**src/rtl/ysyx_pkg.sv**
```systemverilog
// Shared definitions for the ysyx store path: store-size encodings, the
// store-buffer entry layout and the lane-mask helper also used by the LSU.
package ysyx_pkg;

    localparam int unsigned YSYX_XLEN  = 32;
    localparam int unsigned YSYX_LANES = YSYX_XLEN / 8;

    typedef enum logic [1:0] {
        SZ_B = 2'd0,
        SZ_H = 2'd1,
        SZ_W = 2'd2
    } store_size_e;

    typedef struct packed {
        logic                   valid;
        logic [YSYX_XLEN-3:0]   wordAddr;
        logic [YSYX_XLEN-1:0]   data;
        logic [YSYX_LANES-1:0]  mask;
    } sb_entry_t;

    // Bit 2 distinguishes signed/unsigned loads only, so it maps to the same mask.
    // Lanes shifted past byte 3 are dropped rather than wrapping.
    function automatic logic [3:0] size_mask(input logic [2:0] funct3, input logic [1:0] off);
        logic [7:0] base;
        case (funct3)
            {1'b0, SZ_B}, {1'b1, SZ_B}: base = 8'h01;
            {1'b0, SZ_H}, {1'b1, SZ_H}: base = 8'h03;
            {1'b0, SZ_W}, {1'b1, SZ_W}: base = 8'h0F;
            default:                    base = 8'h00;
        endcase
        base = base << off;
        return base[3:0];
    endfunction

    function automatic logic [YSYX_XLEN-1:0] lane_expand(input logic [3:0] mask);
        logic [YSYX_XLEN-1:0] bits;
        for (int b = 0; b < 4; b++) begin
            bits[8*b +: 8] = {8{mask[b]}};
        end
        return bits;
    endfunction

endpackage

```
**src/rtl/ysyx_store_buffer_if.sv**
```systemverilog
// Commit-store, memory-port and load-lookup signals of the store buffer.
interface ysyx_store_buffer_if #(
    parameter int unsigned XLEN  = 32,
    parameter int unsigned DEPTH = 4
) ();

    localparam int unsigned CNT_W = $clog2(DEPTH) + 1;

    logic              in_valid;
    logic              in_ready;
    logic [2:0]        in_funct3;
    logic [XLEN-1:0]   in_waddr;
    logic [XLEN-1:0]   in_wdata;

    logic              mem_valid;
    logic              mem_ready;
    logic [XLEN-1:0]   mem_addr;
    logic [XLEN-1:0]   mem_wdata;
    logic [XLEN/8-1:0] mem_wstrb;

    logic [XLEN-1:0]   ld_addr;
    logic [2:0]        ld_funct3;
    logic              ld_hit;
    logic              ld_conflict;
    logic [XLEN-1:0]   ld_data;

    logic [CNT_W-1:0]  count;
    logic              empty;

    modport master (
        output in_valid, in_funct3, in_waddr, in_wdata,
        input  in_ready,
        input  mem_valid, mem_addr, mem_wdata, mem_wstrb,
        output mem_ready,
        output ld_addr, ld_funct3,
        input  ld_hit, ld_conflict, ld_data,
        input  count, empty
    );

    modport slave (
        input  in_valid, in_funct3, in_waddr, in_wdata,
        output in_ready,
        output mem_valid, mem_addr, mem_wdata, mem_wstrb,
        input  mem_ready,
        input  ld_addr, ld_funct3,
        output ld_hit, ld_conflict, ld_data,
        output count, empty
    );

endinterface

```
**src/rtl/ysyx_sb_fwd.sv**
```systemverilog
// Combinational load lookup: merges buffered bytes oldest to youngest so the
// youngest matching entry supplies each requested lane.
module ysyx_sb_fwd
    import ysyx_pkg::*;
#(
    parameter int unsigned DEPTH = 4,
    localparam int unsigned PTR_W = $clog2(DEPTH)
) (
    input  sb_entry_t [DEPTH-1:0]  entries_i,
    input  logic [PTR_W-1:0]       head_i,
    input  logic [YSYX_XLEN-1:0]   ld_addr_i,
    input  logic [2:0]             ld_funct3_i,
    output logic                   ld_hit_o,
    output logic                   ld_conflict_o,
    output logic [YSYX_XLEN-1:0]   ld_data_o
);

    logic [3:0]           reqMask;
    logic [3:0]           covered;
    logic [PTR_W-1:0]     idx;
    sb_entry_t            entry;

    always_comb begin
        reqMask   = size_mask(ld_funct3_i, ld_addr_i[1:0]);
        covered   = '0;
        ld_data_o = '0;
        idx       = head_i;
        entry     = '0;
        for (int k = 0; k < DEPTH; k++) begin
            idx   = head_i + PTR_W'(k);
            entry = entries_i[idx];
            if (entry.valid && entry.wordAddr == ld_addr_i[YSYX_XLEN-1:2]) begin
                for (int b = 0; b < 4; b++) begin
                    if (reqMask[b] && entry.mask[b]) begin
                        covered[b]          = 1'b1;
                        ld_data_o[8*b +: 8] = entry.data[8*b +: 8];
                    end
                end
            end
        end
    end

    // A request with an empty mask (undefined size) is never a hit.
    assign ld_hit_o      = (reqMask != 4'b0) && ((covered & reqMask) == reqMask);
    assign ld_conflict_o = (covered != 4'b0) && !ld_hit_o;

endmodule

```
**src/rtl/ysyx_store_buffer.sv**
```systemverilog
// Post-commit store buffer: in-order FIFO of word-aligned byte-lane entries
// drained over a valid/ready memory port, with coalescing and load forwarding.
module ysyx_store_buffer
    import ysyx_pkg::*;
#(
    parameter int unsigned XLEN     = YSYX_XLEN,
    parameter int unsigned DEPTH    = 4,
    parameter bit          COALESCE = 1'b1
) (
    input  logic                 clock,
    input  logic                 reset,
    ysyx_store_buffer_if.slave   sb
);

    localparam int unsigned PTR_W = $clog2(DEPTH);
    localparam int unsigned CNT_W = $clog2(DEPTH) + 1;

    sb_entry_t [DEPTH-1:0]  entries_q, entries_d;
    logic [PTR_W-1:0]       head_q, head_d;
    logic [PTR_W-1:0]       tail_q, tail_d;
    logic [CNT_W-1:0]       count_q, count_d;

    logic [1:0]             offset;
    logic [3:0]             pushMask;
    logic [XLEN-1:0]        pushData;
    logic [XLEN-1:0]        pushBits;
    logic [PTR_W-1:0]       youngIdx;
    logic                   full;
    logic                   doPush, doPop, canCoalesce, pushNew;
    sb_entry_t              headEntry;

    assign offset    = sb.in_waddr[1:0];
    assign pushMask  = size_mask(sb.in_funct3, offset);
    assign pushData  = sb.in_wdata << {offset, 3'b000};
    assign pushBits  = lane_expand(pushMask);
    assign youngIdx  = tail_q - PTR_W'(1);
    assign headEntry = entries_q[head_q];

    assign full   = (count_q == CNT_W'(DEPTH));
    assign doPush = sb.in_valid && !full;
    assign doPop  = headEntry.valid && sb.mem_ready;

    // Merging needs two entries so the head, which may be in flight, is never touched.
    assign canCoalesce = COALESCE && (count_q >= CNT_W'(2))
                         && (entries_q[youngIdx].wordAddr == sb.in_waddr[XLEN-1:2]);
    assign pushNew     = doPush && !canCoalesce;

    always_comb begin
        entries_d = entries_q;
        head_d    = head_q;
        tail_d    = tail_q;
        count_d   = count_q;
        if (doPop) begin
            entries_d[head_q].valid = 1'b0;
            head_d                  = head_q + PTR_W'(1);
        end
        if (doPush) begin
            if (canCoalesce) begin
                entries_d[youngIdx].data = (entries_q[youngIdx].data & ~pushBits)
                                           | (pushData & pushBits);
                entries_d[youngIdx].mask = entries_q[youngIdx].mask | pushMask;
            end else begin
                entries_d[tail_q].valid    = 1'b1;
                entries_d[tail_q].wordAddr = sb.in_waddr[XLEN-1:2];
                entries_d[tail_q].data     = pushData;
                entries_d[tail_q].mask     = pushMask;
                tail_d                     = tail_q + PTR_W'(1);
            end
        end
        case ({pushNew, doPop})
            2'b10:   count_d = count_q + CNT_W'(1);
            2'b01:   count_d = count_q - CNT_W'(1);
            default: count_d = count_q;
        endcase
    end

    always_ff @(posedge clock or negedge reset) begin
        if (!reset) begin
            entries_q <= '0;
            head_q    <= '0;
            tail_q    <= '0;
            count_q   <= '0;
        end else begin
            entries_q <= entries_d;
            head_q    <= head_d;
            tail_q    <= tail_d;
            count_q   <= count_d;
        end
    end

    assign sb.in_ready  = !full;
    assign sb.mem_valid = headEntry.valid;
    assign sb.mem_addr  = {headEntry.wordAddr, 2'b00};
    assign sb.mem_wdata = headEntry.data;
    assign sb.mem_wstrb = headEntry.mask;
    assign sb.count     = count_q;
    assign sb.empty     = (count_q == '0);

    ysyx_sb_fwd #(
        .DEPTH (DEPTH)
    ) u_fwd (
        .entries_i     (entries_q),
        .head_i        (head_q),
        .ld_addr_i     (sb.ld_addr),
        .ld_funct3_i   (sb.ld_funct3),
        .ld_hit_o      (sb.ld_hit),
        .ld_conflict_o (sb.ld_conflict),
        .ld_data_o     (sb.ld_data)
    );

endmodule

```
**src/flat_wrapper.sv**
```systemverilog
// flat-port wrapper written by rule: the top's interface ports become plain ports
module ysyx_store_buffer_flat import ysyx_pkg::*;
#(
    parameter int unsigned XLEN     = YSYX_XLEN,
    parameter int unsigned DEPTH    = 4,
    parameter bit          COALESCE = 1'b1
)
  (clock, reset, sb_in_valid, sb_in_funct3, sb_in_waddr, sb_in_wdata, sb_in_ready, sb_mem_valid, sb_mem_addr, sb_mem_wdata, sb_mem_wstrb, sb_mem_ready, sb_ld_addr, sb_ld_funct3, sb_ld_hit, sb_ld_conflict, sb_ld_data, sb_count, sb_empty);
  ysyx_store_buffer_if #(.XLEN(XLEN), .DEPTH(DEPTH)) sb_i ();
  input  logic clock;
  input  logic reset;
  input wire logic [$bits(sb_i.in_valid)-1:0] sb_in_valid;
  input wire logic [$bits(sb_i.in_funct3)-1:0] sb_in_funct3;
  input wire logic [$bits(sb_i.in_waddr)-1:0] sb_in_waddr;
  input wire logic [$bits(sb_i.in_wdata)-1:0] sb_in_wdata;
  output wire logic [$bits(sb_i.in_ready)-1:0] sb_in_ready;
  output wire logic [$bits(sb_i.mem_valid)-1:0] sb_mem_valid;
  output wire logic [$bits(sb_i.mem_addr)-1:0] sb_mem_addr;
  output wire logic [$bits(sb_i.mem_wdata)-1:0] sb_mem_wdata;
  output wire logic [$bits(sb_i.mem_wstrb)-1:0] sb_mem_wstrb;
  input wire logic [$bits(sb_i.mem_ready)-1:0] sb_mem_ready;
  input wire logic [$bits(sb_i.ld_addr)-1:0] sb_ld_addr;
  input wire logic [$bits(sb_i.ld_funct3)-1:0] sb_ld_funct3;
  output wire logic [$bits(sb_i.ld_hit)-1:0] sb_ld_hit;
  output wire logic [$bits(sb_i.ld_conflict)-1:0] sb_ld_conflict;
  output wire logic [$bits(sb_i.ld_data)-1:0] sb_ld_data;
  output wire logic [$bits(sb_i.count)-1:0] sb_count;
  output wire logic [$bits(sb_i.empty)-1:0] sb_empty;
  assign sb_i.in_valid = sb_in_valid;
  assign sb_i.in_funct3 = sb_in_funct3;
  assign sb_i.in_waddr = sb_in_waddr;
  assign sb_i.in_wdata = sb_in_wdata;
  assign sb_in_ready = sb_i.in_ready;
  assign sb_mem_valid = sb_i.mem_valid;
  assign sb_mem_addr = sb_i.mem_addr;
  assign sb_mem_wdata = sb_i.mem_wdata;
  assign sb_mem_wstrb = sb_i.mem_wstrb;
  assign sb_i.mem_ready = sb_mem_ready;
  assign sb_i.ld_addr = sb_ld_addr;
  assign sb_i.ld_funct3 = sb_ld_funct3;
  assign sb_ld_hit = sb_i.ld_hit;
  assign sb_ld_conflict = sb_i.ld_conflict;
  assign sb_ld_data = sb_i.ld_data;
  assign sb_count = sb_i.count;
  assign sb_empty = sb_i.empty;
  ysyx_store_buffer #(.XLEN(XLEN), .DEPTH(DEPTH), .COALESCE(COALESCE)) u_core (.clock(clock), .reset(reset), .sb(sb_i));
endmodule
```
**config.mk**
```make
export PLATFORM = sky130hd
export DESIGN_NAME = ysyx_store_buffer_flat
export DESIGN_NICKNAME = d
export VERILOG_FILES = /design/src/rtl/ysyx_pkg.sv /design/src/rtl/ysyx_store_buffer_if.sv /design/src/rtl/ysyx_sb_fwd.sv /design/src/rtl/ysyx_store_buffer.sv /design/src/flat_wrapper.sv
export SDC_FILE = /design/constraint.sdc
export NUM_CORES = 1
export LEC_CHECK = 0
export CAP_MARGIN = 20
export CORE_ASPECT_RATIO = 1.4
export CORE_MARGIN = 3
export CORE_UTILIZATION = 25
export CTS_CLUSTER_DIAMETER = 100
export DETAILED_ROUTE_END_ITERATION = 6
export HOLD_SLACK_MARGIN = 0.06
export PLACE_DENSITY_LB_ADDON = 0.12
export SLEW_MARGIN = 10
export SYNTH_ARGS = -nofsm -noshare
export SYNTH_HDL_FRONTEND = slang
export SYNTH_SLANG_ARGS = --single-unit
```
**constraint.sdc**
```tcl
create_clock -name clock -period 10.5 [get_ports clock]
set_clock_uncertainty 0.15 [all_clocks]
set_input_delay 1.575 -clock clock [delete_from_list [all_inputs] [get_ports clock]]
set_output_delay 1.575 -clock clock [all_outputs]
set_load 0.01 [all_outputs]
```
# Yosys cells after proc, flatten, opt, wreduce, memory -nomap -nowiden
# Index checks and enable logic that the tools add are counted.
# Widths: inputs -> output; s select.
word_totals:
  ff_bits: 275
  in_bits: 106
  out_inout_bits: 108
op_classes:
  add_sub_neg: 7
  n_lt_le_gt_ge: 10
  n_eq_ne: 19
  shift: 3
  n_mux: 77
  bitwise_logic: 7
  n_reduce_logical: 45
ops:
  columns: ["cell", "n"]
  rows:
  - ["$bwmux 268", 7]
  - ["$demux 67 s2", 7]
  - ["$mux 268", 3]
  - ["$bmux 67 s2", 5]
  - ["$mux 67", 6]
  - ["$eq 30x30->1", 5]
  - ["$mux 66", 2]
  - ["$mux 32", 4]
  - ["$mux 8", 16]
  - ["$mux 36", 2]
  - ["$and 32x32->32", 2]
  - ["$not 32->32", 1]
  - ["$or 32x32->32", 1]
  - ["$shl 32x5->32", 1]
  - ["$logic_and 1x1->1", 29]
  - ["$mux 4", 6]
  - ["$pmux 4 s3", 2]
  - ["$eq 3x3->1 const B", 7]
  - ["$lt 2x3->1 const B", 6]
  - ["$mux 1", 16]
  - ["$reduce_or 2->1", 6]
  - ["$logic_not 3->1", 3]
  - ["$reduce_bool 4->1", 2]
  - ["$shl 4x2->4", 2]
  - ["other kinds (19)", 27]

# Longest topological paths before layout
depth:
  word_depth: 18
  depth_mapped: 26
  ltp_nobuf: 14

# Modules after synthesis
# Synthesis repeated with hierarchy kept, for this count alone.
hier_totals:
  hier_cells: 2370
  area_unflattened_um2: 25109.1
by_module_without_submodules:
  columns: ["module", "n_inst", "cells_each", "area_each_um2", "seq_area_each_um2"]
  rows:
  - ["ysyx_store_buffer", 1, 1311, 16331.9, 6881.6]
  - ["ysyx_sb_fwd", 1, 1059, 8777.2, 0.0]

# Worst setup path before layout
# Ideal clock, no wire load.
synth_path:
  kind: "reg-to-output"
  from: "reg u_core.head_q[1]"
  to: "out sb_ld_data[30]"
  t_arrival_ns: 6.228
  slack_ns: 2.547
  path_stages_with_launch: 26
  path_buffers: 15
  path_cell_list: "dfrtp_1 -> clkbuf_1 -> buf_2 -> buf_2 -> buf_2 -> buf_2 -> buf_1 -> buf_2 -> buf_2 -> buf_2 -> inv_1 -> ha_1 -> buf_2 -> buf_4 -> buf_4 -> buf_2 -> buf_2 -> mux4_2 -> xnor2_1 -> nand3_1 -> nor4_1 -> nand4_1 -> nand2b_1 -> clkbuf_1 -> o22ai_1 -> a31oi_1"
synth_between:
  elab_chain_cells: 11
synth_lines:
  columns: ["item", "line", "source"]
  rows:
  - ["from (decl)", "ysyx_store_buffer.sv:19", "logic [PTR_W-1:0] head_q, head_d;"]
  - ["from (signal assigned)", "ysyx_store_buffer.sv:80", "head_q <= '0;"]
  - ["from (signal assigned)", "ysyx_store_buffer.sv:85", "head_q <= head_d;"]
  - ["parallel branches: the longest is 10 deep, another holds $add 2x1->2", null, null]
  - ["$mux 32 *", "ysyx_sb_fwd.sv:32", "if (entry.valid && entry.wordAddr == ld_addr_i[YSYX_XLEN-1:2]) begin"]
  - ["to (decl)", "flat_wrapper.sv:26", "output wire logic [$bits(sb_i.ld_data)-1:0] sb_ld_data;"]
# Mark *: on every way between the ends. The select of a mux whose other input is x is not followed.

# Worst setup path after layout
layout_path:
  from: "reg u_core.head_q[0]"
  to: "out sb_ld_hit"
layout_between:
  elab_chain_cells: 14
layout_lines:
  columns: ["item", "line", "source"]
  rows:
  - ["parallel branches: the longest is 10 deep, another holds $add 2x1->2", null, null]
  - ["$mux 4 *", "ysyx_sb_fwd.sv:32", null]
  - ["$and 4x4->4 *", "ysyx_sb_fwd.sv:44", "assign ld_hit_o = (reqMask != 4'b0) && ((covered & reqMask) == reqMask);"]
  - ["$eq 4x4->1 *", "ysyx_sb_fwd.sv:44", null]
  - ["$logic_and 1x1->1 *", "ysyx_sb_fwd.sv:44", null]
  - ["to (decl)", "flat_wrapper.sv:24", "output wire logic [$bits(sb_i.ld_hit)-1:0] sb_ld_hit;"]
# Marked as above.

==> metrics.md <==
| Metric | Value |
|---|---|
| Min-Delay Path Class | `reg2reg` |
| GRT Overall Usage | `20.4%` |
| Starting Density | `25.3%` |
| HPWL Detailed | `69800 um` |
| Worst path max stage delay | `1.07 ns` |
| H-tree lvl count | `2` |
| Die Wd | `269 um` |
| CP max FO | `56` |
| Mapped Cells | `2363` |
| Grt total ovfl | `0` |
| Hold Buf Count CTS | `0` |
| Tcrit/Tclk final | `91.6%` |
| Max Slew Vio Count | `0` |
| Register share of total power | `22.9%` |
| CP Launch Type | `register` |
| Final setup margin | `0.879 ns` |
| Worst r2r path cells | `14` |
| NetSw | `5.01 mW` |
| RSZ-0062 raised after global routing | `false` |
| Number of distinct library cells after synthesis | `70` |
| Critical path class | `reg2out` |
| Setup TNS | `0 ns` |
| Synth Warn # | `0` |
| Pwr Total | `10.9 mW` |
| Die area | `101000 um^2` |
| R2r endpoint | `u_core.entries_q[216]` |
| MaxCap Viol Count | `0` |
| DR pass1 iterations | `7` |
| Synth top area share | `28.4%` |
| Hold Violations, Final | `0` |
| # DRC | `0` |
| Share of cells above drive strength 1 | `19.7%` |
| Part of the power in the clock network | `12.5%` |
| Combinational power share | `64.6%` |
| Sw Ratio | `46.1%` |
| Kind of cell adding the most delay to the critical path | `simple AND/OR/NAND/NOR gates` |
| FF+latch count, synth | `275` |
| Clock sink count | `275` |
| Mean Syn Cell Area | `10.3 um^2` |
| Port Buffers | `209` |
| Highest clock rate | `0.104 GHz` |
| Worst skew pair latency | `0.58 ns` |
| First-pass GRT wire length | `152000 um` |
| Worst Hold End | `u_core.sb.count[0]` |
| Critical Path Slowest Stage Cell | `nand4_1` |
| Most common cell in the netlist | `nand2_1` |
| Worst Hold Depth | `1` |
| Internal power | `5.86 mW` |
| Synth Cell Area | `24200 um^2` |
| Crit path top cell by count | `nand4_1` |
| Vias per cell | `5.51` |
| Ranking of synthesized cells by area | `dfrtp_1 (28%), mux4_2 (27%), nand2_1 (7.5%)` |
| Startpoint of the worst hold path | `u_core.sb.count[0]` |
| Via count | `20800` |
| Area delta synth->final | `18.7%` |
| DR WL/cell | `27.6 um` |
| Initial DRC Count | `1749` |
| Rel. slew slack | `20.0%` |
| Worst IR Drop VDD | `0.277 mV` |
| Post-CTS Resized | `0` |
| Actual transition at the worst max-transition pin | `1.19 ns` |
| Num ports | `214` |
| Cts bufs inserted | `39` |
| Most frequent cells after synthesis | `nand2_1 (482), mux4_2 (287), dfrtp_1 (275), mux2i_1 (156), xnor2_1 (115)` |
| Largest net degree at the start of global routing | `125` |
| Post-layout nets | `2575` |
| Max clock buf depth | `3` |
| Root buf cell | `clkbuf_16` |
| Pre-CTS WS | `1.39 ns` |
| Critical path buffer and inverter count | `3` |
| Row cnt | `134` |
| Dpl cells | `3704` |
| Tmin final | `9.62 ns` |
| Pleak | `11.3 nW` |
| Synth area leader | `dfrtp_1` |
| Seq/Total Area, Yosys | `28.4%` |
| Final setup vio count | `0` |
| Worst reg2reg path startpoint | `u_core.tail_q[0]` |
| Die Y | `374 um` |
| PwrDens | `378 nW/um^2` |
| Post-synth ARST share | `100%` |
| CP arrival | `7.90 ns` |
| Final Non-Filler Cells | `3777` |
| CTS tree | `done` |
| Post-synth EDFFs | `0` |
| Gpl congestion | `0.862` |
| Status | `complete, no violations` |
| Critical Path RT | `8.78 ns` |
| ANT nets after route | `0` |
| Vias in the first global route | `21100` |
| Reg-to-reg setup timing slack | `3.46 ns` |
| Post-Route WL | `104000 um` |
| Initial antenna violation count | `6` |
| Core ar. | `95700 um^2` |
| Cells along the critical path | `inv_1, ha_4, buf_4, mux4_2, xor2_1, nor4_1, nand4_1, nor4_1, nand4_1, nand4_1, o221a_2, and2_1, clkdlybuf4s50_1` |
| Postcts setup bufs | `0` |
| CP Capture Type | `primary output` |
| Clock-pin transition on the worst setup and hold timing paths | `0.06 ns` |
| Ys flop type | `dfrtp_1` |
sequential cells by signal (all words and copies together), names as in the netlist:
| signal | flops |
|---|---|
| u_core.sb.count | 3 |
| u_core.entries_q | 268 |
| u_core.head_q | 2 |
| u_core.tail_q | 2 |
worst max-delay path by stage:
stage / end / startpoint / slack [ns] / depth (start not counted)
4_1_cts: sb_ld_conflict / u_core.head_q[0] / 0.79 / 13
6_report: sb_ld_hit / u_core.head_q[0] / 0.88 / 13
5_1_grt: sb_ld_conflict / u_core.head_q[0] / 0.49 / 13
2_1_floorplan: sb_ld_data[30] / u_core.head_q[1] / 2.55 / 25
3_3_place_gp: sb_ld_conflict / u_core.head_q[0] / 1.35 / 13
3_5_place_dp: sb_ld_hit / u_core.head_q[0] / 1.39 / 13
power by group through the flow:
stage | clock network [mW] | registers (mW) | logic, mW
floorplan | 0 | 2.04 | 5.07
global placement | 0 | 2.43 | 7.01
detailed placement | 0 | 2.49 | 7.07
CTS | 1.40 | 2.48 | 7.10
global route | 1.44 | 2.59 | 7.51
finish | 1.36 | 2.49 | 7.02
stage by stage:
step	util, %	instance area, um^2	hold WS [ns]
6_report	30.0	28800	0.412
5_1_grt	30.0	28800	0.432
4_1_cts	30.0	28700	0.411
3_5_place_dp	28.7	27500	0.397
3_3_place_gp	28.7	27500	0.388
2_1_floorplan	-	24200	0.342
final cells by class:
class                           count  area [um^2]
Fill cell                        9783        67000
Multi-Input combinational cell   1804        16200
Sequential cell                   275         6890
Timing Repair Buffer              256         2470
Tap cell                         1292         1620
Clock buffer                       60         1170
Inverter                           78          293
Clock inverter                     10          115
Antenna cell                        2         5.00
logic make-up (layout without fill, tap and decap cells):
kind of cell / after synthesis / after routing / synth area share [%]
mux: 508 / 508 / 36.3
compound gates: 426 / 426 / 12.0
xor+xnor: 141 / 141 / 5.10
flops: 275 / 275 / 28.4
buf+inv: 285 / 404 / 5.02
fa+ha+maj: 15 / 15 / 0.806
simple gates: 712 / 712 / 12.4
other cells: 1 / 4 / 0.0155
worst reg2reg max path: stages, from the launching register on:
cell and delay [ns]:
dfrtp_4 0.96, inv_1 0.31, ha_4 0.76, mux4_2 0.45
xnor2_1 0.50, nand4_1 0.39, nor4_1 1.09, a21oi_1 0.35
buf_4 0.29, and2_2 0.19, buf_4 0.46, a21oi_2 0.26
buf_4 0.51, nand2_1 0.18, o211ai_1 0.11
layer usage:
metal,vias to the layer above,wire length [um],global-route usage (%)
met5,-,27,0
met4,4,3030,6.12
met3,129,5500,2.72
met2,758,53500,35.9
met1,10900,42400,25.7
li1,9045,-,-
cell usage in the layout (no fill, tap or decap), types with 16 or more instances in the layout:
cell,synthesis,final
mux2i_1,156,155
inv_1,78,78
mux4_2,287,287
xnor2_1,115,115
dfrtp_1,275,272
o211ai_1,79,79
buf_4,18,44
o21a_1,16,16
a21o_1,26,25
nand2_1,482,479
xor2_1,26,26
a31oi_1,22,22
clkdlybuf4s50_1,0,208
o221ai_1,21,21
a221oi_1,16,16
clkbuf_16,0,40
nand4_1,24,24
nor2_1,110,110
mux2_2,63,63
o21ai_0,46,45
o22ai_1,45,45
a21oi_1,85,82
(Power assumes the default switching activity.)
